`src/rtl/rib_pkg.sv`:
```
// Shared RIB bus widths, timeout response word and the packed command bundle.
// Latency: n/a (types and constants only). Backpressure: n/a.
package rib_pkg;

  localparam int RIB_ADDR_W = 32;
  localparam int RIB_DATA_W = 32;
  localparam int RIB_MASK_W = 4;

  localparam logic [RIB_DATA_W-1:0] RIB_TIMEOUT_DATA = 32'hDEAD_BEEF;

  typedef struct packed {
    logic [RIB_ADDR_W-1:0] addr;
    logic                  wrcs;
    logic [RIB_MASK_W-1:0] mask;
    logic [RIB_DATA_W-1:0] wdata;
  } rib_cmd_t;

  // Index width for n items, never narrower than one bit.
  function automatic int rib_id_w(input int n);
    return (n > 1) ? $clog2(n) : 1;
  endfunction

endpackage

```
`src/rtl/rib_id_fifo.sv`:
```
// In-order FIFO of master IDs for accepted, still-unanswered transactions.
// Latency: push visible at head one cycle later. Backpressure: push ignored when full, pop ignored when empty.
module rib_id_fifo
  import rib_pkg::*;
#(
  parameter int DEPTH = 2,
  parameter int WIDTH = 1
) (
  input  logic             clk,
  input  logic             rst_n,
  input  logic             push,
  input  logic [WIDTH-1:0] push_dat,
  input  logic             pop,
  output logic [WIDTH-1:0] head,
  output logic             full,
  output logic             empty
);

  localparam int PW = rib_id_w(DEPTH);
  localparam int CW = $clog2(DEPTH + 1);

  logic [WIDTH-1:0] mem [DEPTH];
  logic [PW-1:0]    wr_ptr;
  logic [PW-1:0]    rd_ptr;
  logic [CW-1:0]    count;
  logic             do_push;
  logic             do_pop;

  function automatic logic [PW-1:0] ptr_inc(input logic [PW-1:0] p);
    return (p == PW'(DEPTH - 1)) ? '0 : p + 1'b1;
  endfunction

  assign full    = (count == CW'(DEPTH));
  assign empty   = (count == '0);
  assign do_push = push & ~full;
  assign do_pop  = pop & ~empty;
  assign head    = mem[rd_ptr];

  always_ff @(posedge clk or negedge rst_n) begin
    if (!rst_n) begin
      wr_ptr <= '0;
      rd_ptr <= '0;
      count  <= '0;
      for (int i = 0; i < DEPTH; i++) mem[i] <= '0;
    end else begin
      if (do_push) begin
        mem[wr_ptr] <= push_dat;
        wr_ptr      <= ptr_inc(wr_ptr);
      end
      if (do_pop) rd_ptr <= ptr_inc(rd_ptr);
      case ({do_push, do_pop})
        2'b10:   count <= count + 1'b1;
        2'b01:   count <= count - 1'b1;
        default: count <= count;
      endcase
    end
  end

endmodule

```
`src/rtl/rib_arbiter.sv`:
```
// Round-robin RIB arbiter: shares one slave among MASTERS, routing responses back in order via an ID FIFO.
// Latency: zero-cycle grant and response routing (combinational). Backpressure: slave gnt=0 locks the selection; full ID FIFO drops o_ribs_req; head master rdy gates o_ribs_rdy.
// Optional macro RIB_ARB_TIMEOUT_EN adds a response watchdog that forces a DEAD_BEEF reply after TIMEOUT_CYC.
module rib_arbiter
  import rib_pkg::*;
#(
  parameter int MASTERS     = 2,
  parameter int OUTSTANDING = 2,
  parameter int TIMEOUT_CYC = 255
) (
  input  logic                          i_clk,
  input  logic                          i_rst,
  input  logic [RIB_ADDR_W*MASTERS-1:0] i_ribm_addr,
  input  logic [MASTERS-1:0]            i_ribm_wrcs,
  input  logic [RIB_MASK_W*MASTERS-1:0] i_ribm_mask,
  input  logic [RIB_DATA_W*MASTERS-1:0] i_ribm_wdata,
  output logic [RIB_DATA_W*MASTERS-1:0] o_ribm_rdata,
  input  logic [MASTERS-1:0]            i_ribm_req,
  output logic [MASTERS-1:0]            o_ribm_gnt,
  output logic [MASTERS-1:0]            o_ribm_rsp,
  input  logic [MASTERS-1:0]            i_ribm_rdy,
  output logic [RIB_ADDR_W-1:0]         o_ribs_addr,
  output logic                          o_ribs_wrcs,
  output logic [RIB_MASK_W-1:0]         o_ribs_mask,
  output logic [RIB_DATA_W-1:0]         o_ribs_wdata,
  input  logic [RIB_DATA_W-1:0]         i_ribs_rdata,
  output logic                          o_ribs_req,
  input  logic                          i_ribs_gnt,
  input  logic                          i_ribs_rsp,
  output logic                          o_ribs_rdy
);

  localparam int              IW      = rib_id_w(MASTERS);
  localparam logic [IW-1:0]   LAST_ID = IW'(MASTERS - 1);

  logic [IW-1:0]         rr_ptr;
  logic [IW-1:0]         locked_id;
  logic                  lock;
  logic [IW-1:0]         sel_free;
  logic [IW-1:0]         scan_id;
  logic                  found;
  logic [IW-1:0]         sel;
  rib_cmd_t              sel_cmd;
  rib_cmd_t              out_cmd;
  logic                  accept;
  logic [IW-1:0]         head;
  logic                  head_rdy;
  logic                  fifo_full;
  logic                  fifo_empty;
  logic                  pop;
  logic                  rsp_vld;
  logic [RIB_DATA_W-1:0] rsp_dat;

  function automatic logic [IW-1:0] id_inc(input logic [IW-1:0] id);
    return (id == LAST_ID) ? '0 : id + 1'b1;
  endfunction

  // First requester at or after the round-robin pointer.
  always_comb begin
    sel_free = rr_ptr;
    found    = 1'b0;
    scan_id  = rr_ptr;
    for (int k = 0; k < MASTERS; k++) begin
      if (!found && i_ribm_req[scan_id]) begin
        found    = 1'b1;
        sel_free = scan_id;
      end
      scan_id = id_inc(scan_id);
    end
  end

  assign sel = lock ? locked_id : sel_free;

  always_comb begin
    sel_cmd = '0;
    for (int k = 0; k < MASTERS; k++) begin
      if (sel == IW'(k)) begin
        sel_cmd.addr  = i_ribm_addr[k*RIB_ADDR_W +: RIB_ADDR_W];
        sel_cmd.wrcs  = i_ribm_wrcs[k];
        sel_cmd.mask  = i_ribm_mask[k*RIB_MASK_W +: RIB_MASK_W];
        sel_cmd.wdata = i_ribm_wdata[k*RIB_DATA_W +: RIB_DATA_W];
      end
    end
  end

  // Outputs are held at zero for as long as reset is asserted.
  assign out_cmd      = i_rst ? sel_cmd : '0;
  assign o_ribs_addr  = out_cmd.addr;
  assign o_ribs_wrcs  = out_cmd.wrcs;
  assign o_ribs_mask  = out_cmd.mask;
  assign o_ribs_wdata = out_cmd.wdata;

  assign o_ribs_req = i_rst & (|i_ribm_req) & ~fifo_full;
  assign accept     = o_ribs_req & i_ribs_gnt;

  always_comb begin
    o_ribm_gnt = '0;
    for (int k = 0; k < MASTERS; k++) o_ribm_gnt[k] = accept && (sel == IW'(k));
  end

  always_ff @(posedge i_clk or negedge i_rst) begin
    if (!i_rst) begin
      rr_ptr    <= '0;
      lock      <= 1'b0;
      locked_id <= '0;
    end else if (accept) begin
      rr_ptr <= id_inc(sel);
      lock   <= 1'b0;
    end else if (o_ribs_req) begin
      lock      <= 1'b1;
      locked_id <= sel;
    end
  end

  rib_id_fifo #(
    .DEPTH (OUTSTANDING),
    .WIDTH (IW)
  ) u_id_fifo (
    .clk      (i_clk),
    .rst_n    (i_rst),
    .push     (accept),
    .push_dat (sel),
    .pop      (pop),
    .head     (head),
    .full     (fifo_full),
    .empty    (fifo_empty)
  );

  assign head_rdy   = i_ribm_rdy[head];
  // With nothing outstanding, any slave response is stray and is drained.
  assign o_ribs_rdy = i_rst & (fifo_empty | head_rdy);

`ifdef RIB_ARB_TIMEOUT_EN
  localparam int WW = $clog2(TIMEOUT_CYC + 1);

  logic [WW-1:0] wdog;
  logic          timed_out;
  logic          force_rsp;

  assign timed_out = ~fifo_empty & (wdog == WW'(TIMEOUT_CYC));
  assign force_rsp = timed_out & ~i_ribs_rsp;
  assign rsp_vld   = ~fifo_empty & (i_ribs_rsp | force_rsp);
  assign rsp_dat   = force_rsp ? RIB_TIMEOUT_DATA : i_ribs_rdata;
  assign pop       = rsp_vld & head_rdy;

  always_ff @(posedge i_clk or negedge i_rst) begin
    if (!i_rst) begin
      wdog <= '0;
    end else if (pop || (timed_out && i_ribs_rsp)) begin
      wdog <= '0;
    end else if (!fifo_empty && !timed_out) begin
      wdog <= wdog + 1'b1;
    end
  end
`else
  logic unused_timeout;

  assign unused_timeout = (TIMEOUT_CYC != 0);
  assign rsp_vld        = i_ribs_rsp & ~fifo_empty;
  assign rsp_dat        = i_ribs_rdata;
  assign pop            = rsp_vld & head_rdy;
`endif

  always_comb begin
    o_ribm_rsp = '0;
    for (int k = 0; k < MASTERS; k++) o_ribm_rsp[k] = i_rst && rsp_vld && (head == IW'(k));
  end

  assign o_ribm_rdata = {MASTERS{i_rst ? rsp_dat : {RIB_DATA_W{1'b0}}}};

endmodule

```
`config.mk`:
```
export PLATFORM = sky130hd
export DESIGN_NAME = rib_arbiter
export DESIGN_NICKNAME = d
export VERILOG_FILES = /design/src/rtl/rib_pkg.sv /design/src/rtl/rib_id_fifo.sv /design/src/rtl/rib_arbiter.sv
export SDC_FILE = /design/constraint.sdc
export NUM_CORES = 1
export LEC_CHECK = 0
export CORE_AREA = 8 8 117 119
export DETAILED_ROUTE_END_ITERATION = 16
export DIE_AREA = 0 0 125 127
export GPL_ROUTABILITY_DRIVEN = 0
export PLACE_DENSITY = 0.7
export SETUP_SLACK_MARGIN = 0.05
export SLEW_MARGIN = 20
export SYNTH_ARGS = -nofsm -noshare
export SYNTH_HDL_FRONTEND = slang
export SYNTH_SLANG_ARGS = --single-unit
```
`constraint.sdc`:
```
create_clock -name i_clk -period 1.7 [get_ports i_clk]
set_input_delay 0.17 -clock i_clk [delete_from_list [all_inputs] [get_ports i_clk]]
set_output_delay 0.17 -clock i_clk [all_outputs]
set_load 0.05 [all_outputs]
```
After elaboration in Yosys (flattened, before gate mapping)
Cells that the tools add are included.
{"block": "classes", "add_sub_neg": 6, "order_cmp": 6, "n_eq_ne": 3, "n_mux": 25, "n_bitwise": 16, "reduce_logical": 13}
{"op": "$mux W69", "n": 2}
{"op": "$mux W32", "n": 1}
{"op": "$mux W1", "n": 19}
{"op": "$and A1 B1 Y1", "n": 8}
{"op": "$logic_and A1 B1 Y1", "n": 7}
{"op": "$lt A1 B2 Y1 const B", "n": 3}
{"op": "$not A1 Y1", "n": 5}
{"op": "$add A1 B1 Y1 const B", "n": 4}
{"op": "$eq A2 B2 Y1 const B", "n": 2}
{"op": "$ge A2 B2 Y1 const B", "n": 2}
{"op": "$not A1 Y2", "n": 2}
{"op": "$pmux W2 S2", "n": 1}
{"op": "$reduce_bool A2 Y1", "n": 2}
{"op": "$add A2 B1 Y2 const B", "n": 1}
{"op": "$bwmux W2", "n": 1}
{"op": "$eq A2 B1 Y1 const B", "n": 1}
{"op": "$logic_not A2 Y1", "n": 1}
{"op": "$lt A2 B1 Y1 const B", "n": 1}
{"op": "$reduce_and A2 Y1", "n": 1}
{"op": "$reduce_or A2 Y1", "n": 1}
{"op": "$sub A2 B1 Y2 const B", "n": 1}
{"op": "$demux W1 S1", "n": 1}
{"op": "$logic_not A1 Y1", "n": 1}
{"op": "$or A1 B1 Y1", "n": 1}
{"block": "totals", "ff_bits": 9, "input_bits": 178, "out_inout_bits": 139, "word_cells": 77}

Logic depth before layout (Yosys ltp)
{"block": "depth", "ltp_word": 10, "depth_mapped": 7, "mapped_depth_nobuf": 7}

Hierarchy
A second synthesis with hierarchy kept.
{"block": "hier_totals", "hier_cells": 344, "hier_area_um2": 2379.8}
{"mod": "rib_arbiter", "instances": 1, "cells_each": 321, "area_per_inst_um2": 2097.0, "seq_area_each_um2": 75.1}
{"mod": "rib_id_fifo", "instances": 1, "cells_each": 23, "area_per_inst_um2": 282.8, "seq_area_each_um2": 150.1}

Worst setup path before layout
Ideal clock, no wire load.
{"block": "synth_timing", "path_kind": "reg2out", "start": "register rr_ptr", "end": "output port o_ribs_addr[0]", "arrival_ns": 1.883, "t_required_ns": 1.530, "slack_ns": -0.353, "stages_incl_launch_ff": 6, "path_buffers": 2, "cell_sequence": "dfrtp_1 > a21oi_2 > o31a_1 > buf_6 > buf_12 > mux2i_1"}
{"block": "synth_via", "elab_chain_len": 9, "word_cells_on_any_way": 13, "classes_between": "add/sub: 1; mux: 10; reduce/logical: 2"}
{"item": "from (decl)", "line_no": "rib_arbiter.sv:36", "rtl": "logic [IW-1:0] rr_ptr;"}
{"item": "from (signal assigned)", "line_no": "rib_arbiter.sv:107", "rtl": "rr_ptr <= id_inc(sel);"}
{"item": "$add A1 B1 Y1 / $mux W1 (equally long branches)", "line_no": "rib_arbiter.sv:55, rib_arbiter.sv:64"}
{"item": "$mux W1 (on tied branches)", "line_no": "rib_arbiter.sv:55, rib_arbiter.sv:64"}
{"item": "$mux W1 (implied by the code)", "line_no": "rib_arbiter.sv:64", "rtl": "if (!found && i_ribm_req[scan_id]) begin"}
{"item": "$mux W1 (implied by the code) / $logic_not A1 Y1 (equally long branches)", "line_no": "rib_arbiter.sv:64"}
{"item": "$logic_and A1 B1 Y1", "line_no": "rib_arbiter.sv:64"}
{"item": "$mux W1 *", "line_no": "rib_arbiter.sv:64"}
{"item": "$mux W1 *", "line_no": "rib_arbiter.sv:72", "rtl": "assign sel = lock ? locked_id : sel_free;"}
{"item": "$mux W69 *", "line_no": "rib_arbiter.sv:77", "rtl": "if (sel == IW'(k)) begin"}
{"item": "$mux W69 *", "line_no": "rib_arbiter.sv:87", "rtl": "assign out_cmd = i_rst ? sel_cmd : '0;"}
{"item": "to (decl)", "line_no": "rib_arbiter.sv:22", "rtl": "output logic [RIB_ADDR_W-1:0] o_ribs_addr,"}
Every way passes the cells marked *; elsewhere a longest branch is shown, timed or not. The select of a mux whose other input is x is not followed.

Worst setup path after layout
Same ends and word-level chain as after synthesis.

==> impl_metrics.toml <==
[status]
status = "complete, but fails checks"
violations = "setup timing"

[yosys]
synth_compound_area_frac = 0.0457
syn_nets = 523
synth_top_area_cell = "mux2i_1"
ys_top_cells_by_area = "mux2i_1, nand2_1, buf_4"
synth.avg_cell_area_um2 = 6.85
synth_area_um2 = 2360
synthCells = 344
ys_seq_elements = 9
synth.top_cell.area_share = 0.302
ys_types = 29
ys_seq_area_frac = 0.0956
synth-simple-area-share = 0.328
synthMuxAreaShare = 0.306
yosysWarnings = 0
synthAdderAreaFrac = 0.00531
synth_top_family_by_area = "simple AND/OR/NAND/NOR gates"
synth_xor_area_frac = 0.0186

[worst_setup_path]
worstSetupStartpoint = "rr_ptr"
crit_type = "reg2out"
endpoint_kind = "primary output"
timing.rr.start = "u_id_fifo.rd_ptr"
regToRegSetupSlack_ps = 40
ff2ff_path_depth = 7
cp.arrival_ps = 1850
critPathLaunchType = "flop"
crit_end = "o_ribs_addr[0]"
crit_fanout = 8
worstPathRequired_ps = 1530
r2r-end = "u_id_fifo.count[1]"

[placed_design]
dp_hpwl_mm = 13.6
io_buffers = 316

[routing]
avgViaCountPerCell = 4.49
postRouteAntennaNets = 0
wire_per_inst_um = 20.9
dr_total_vias = 3572
wl_mm = 16.6
drt_iter0_drc = 169
drc = 0
first_pass_iters = 4

[hold_path]
min_path_type = "in2async"

[timing]
tightest_slew_ps = 513
setup_slack_ps = -319
rsz0062_at_grt = "yes"
setup_viol = 72
finalCriticalPeriod_ps = 2020
slew_headroom = 0.655
hold_viol = 0
slew_violations = 0
fmax_ghz = 0.495
period_share = 1.19
fin_worst_skew_ps = 3.59

[clock_network]
cts_tree = "yes"
cts_made_buffers = 3
cts.clk_slew.worst_paths_ps = 40
cts.sinks = 9
insertion_delay_ps = 240
root_buffer = "clkbuf_16"
htreeDepth = 1
ctsLongestPathBuffers = 2

[floorplan]
io_pins = 317
start_util = 0.199
core_area_um2 = 11800
die_y_um = 127
die-area_um2 = 15900
fp-row-count = 40
die_w_um = 125

[cells_and_area]
antenna_cells = 0
final_layout_size_suffix_gt1_frac = 0.421
area_delta_synth_final_pct = 247
finalNetCount = 829
layout_commonest_cell = "clkdlybuf4s50_1"
final_cell_mix = "clkdlybuf4s50_1, buf_12, nand2_1"
postLayoutCoreUtil = 0.693

[global_routing]
grt_use_total = 0.197
grt_max_degree = 66
antenna_found_initial = 1
grt_overflow = 0
grt_pass1_vias = 4078
grt_pass1_wl_mm = 24.7

[pwr]
p_total_mw = 10.7
ir_worst_vdd_uv = 969
p_leak_nw = 3.26
p_per_area_nw_per_um2 = 1310

[job]
cap_violations = 0
[final cells by class]
| class | instances | area (um^2) |
|---|---|---|
| Inverter | 2 | 7.51 |
| Multi-Input combinational cell | 274 | 2590 |
| Tap cell | 147 | 184 |
| Clock buffer | 4 | 78.8 |
| Timing Repair Buffer | 360 | 5100 |
| Sequential cell | 9 | 226 |
| Fill cell | 829 | 3630 |
[synth_stat cells]
cell type	instances
a21oi_2	1
a31oi_1	1
a41oi_1	1
and2_1	33
buf_12	7
buf_2	1
buf_4	32
buf_6	1
clkbuf_1	18
dfrtp_1	9
ha_1	1
inv_1	1
inv_2	1
mux2_1	1
mux2i_1	71
nand2_1	140
nand2b_1	1
nor2_1	6
nor2_2	1
nor2b_1	1
o2111ai_2	1
o211a_2	1
o211ai_1	1
o21a_1	1
o21ai_0	4
o31a_1	1
o31ai_1	2
xnor2_1	3
xor2_1	2
[report_power, final]
| part | internal, mW | switching, mW | total, mW |
|---|---|---|---|
| registers | 0.327 | 0.139 | 0.465 |
| logic | 5.21 | 4.60 | 9.81 |
| clock network | 0.314 | 0.105 | 0.419 |
[sequential cells by signal, summed over array words and instances, names as in the netlist]
register          cells
u_id_fifo.mem         2
u_id_fifo.rd_ptr      1
rr_ptr                1
locked_id             1
u_id_fifo.count       2
u_id_fifo.wr_ptr      1
lock                  1
[metrics by stage]
stage	TNS, ps	worst slack, ps	hold slack, ps	instance area, um^2	cells
6_report	-18390	-319	82.3	8180	796
5_1_grt	-22340	-371	123	8180	796
4_1_cts	-17540	-312	103	7940	790
3_5_place_dp	-20810	-364	70.8	7230	783
3_3_place_gp	-19910	-351	68.4	7230	783
2_1_floorplan	-8690	-126	-126	2620	344
[worst max-delay path: stages, from the launching register on]
cell,delay [ps]
dfrtp_1,400
a21oi_2,200
o31a_4,210
buf_12,170
buf_16,180
mux2i_4,280
buf_12,170
[cell families (layout without fill, tap and decap cells)]
family / after synthesis / after routing
and+or+nand+nor: 182 / 182
muxes: 72 / 72
buffers and inverters: 61 / 366
AOI/OAI and AO/OA: 14 / 14
adders and majority gates: 1 / 1
xor gates and xnor gates: 5 / 5
DFF: 9 / 9
[metal layers]
layer | routed length (um) | GRT usage | vias to the layer above
met5 | 13 | 0 | -
met4 | 383 | 0.0487 | 2
met3 | 1410 | 0.0666 | 26
met2 | 8970 | 0.385 | 202
met1 | 5830 | 0.196 | 1651
li1 | - | - | 1691
[what timing repair did]
| item | CTS | global route |
|---|---|---|
| pin swaps | 4 | 4 |
| setup buffers | 1 | 6 |
| setup endpoints to repair | 73 | 76 |
| gates cloned | 1 | 1 |
| gates resized for setup | 88 | 25 |
| hold buffers | 1 | 0 |
| endpoints found under the hold margin | 2 | 0 |
[how the worst min path moves through the flow]
| stage | depth (start not counted) | end | slack, ps | from |
|---|---|---|---|---|
| floorplan | 0 | lock | -130 | i_rst |
| global placement | 1 | rr_ptr | 70 | i_rst |
| detailed placement | 1 | lock | 70 | i_rst |
| CTS | 2 | u_id_fifo.count[1] | 100 | i_rst |
| global route | 2 | u_id_fifo.count[1] | 120 | i_rst |
| finish | 2 | u_id_fifo.count[1] | 80 | i_rst |
No activity file was read; power rests on OpenSTA's default activity.
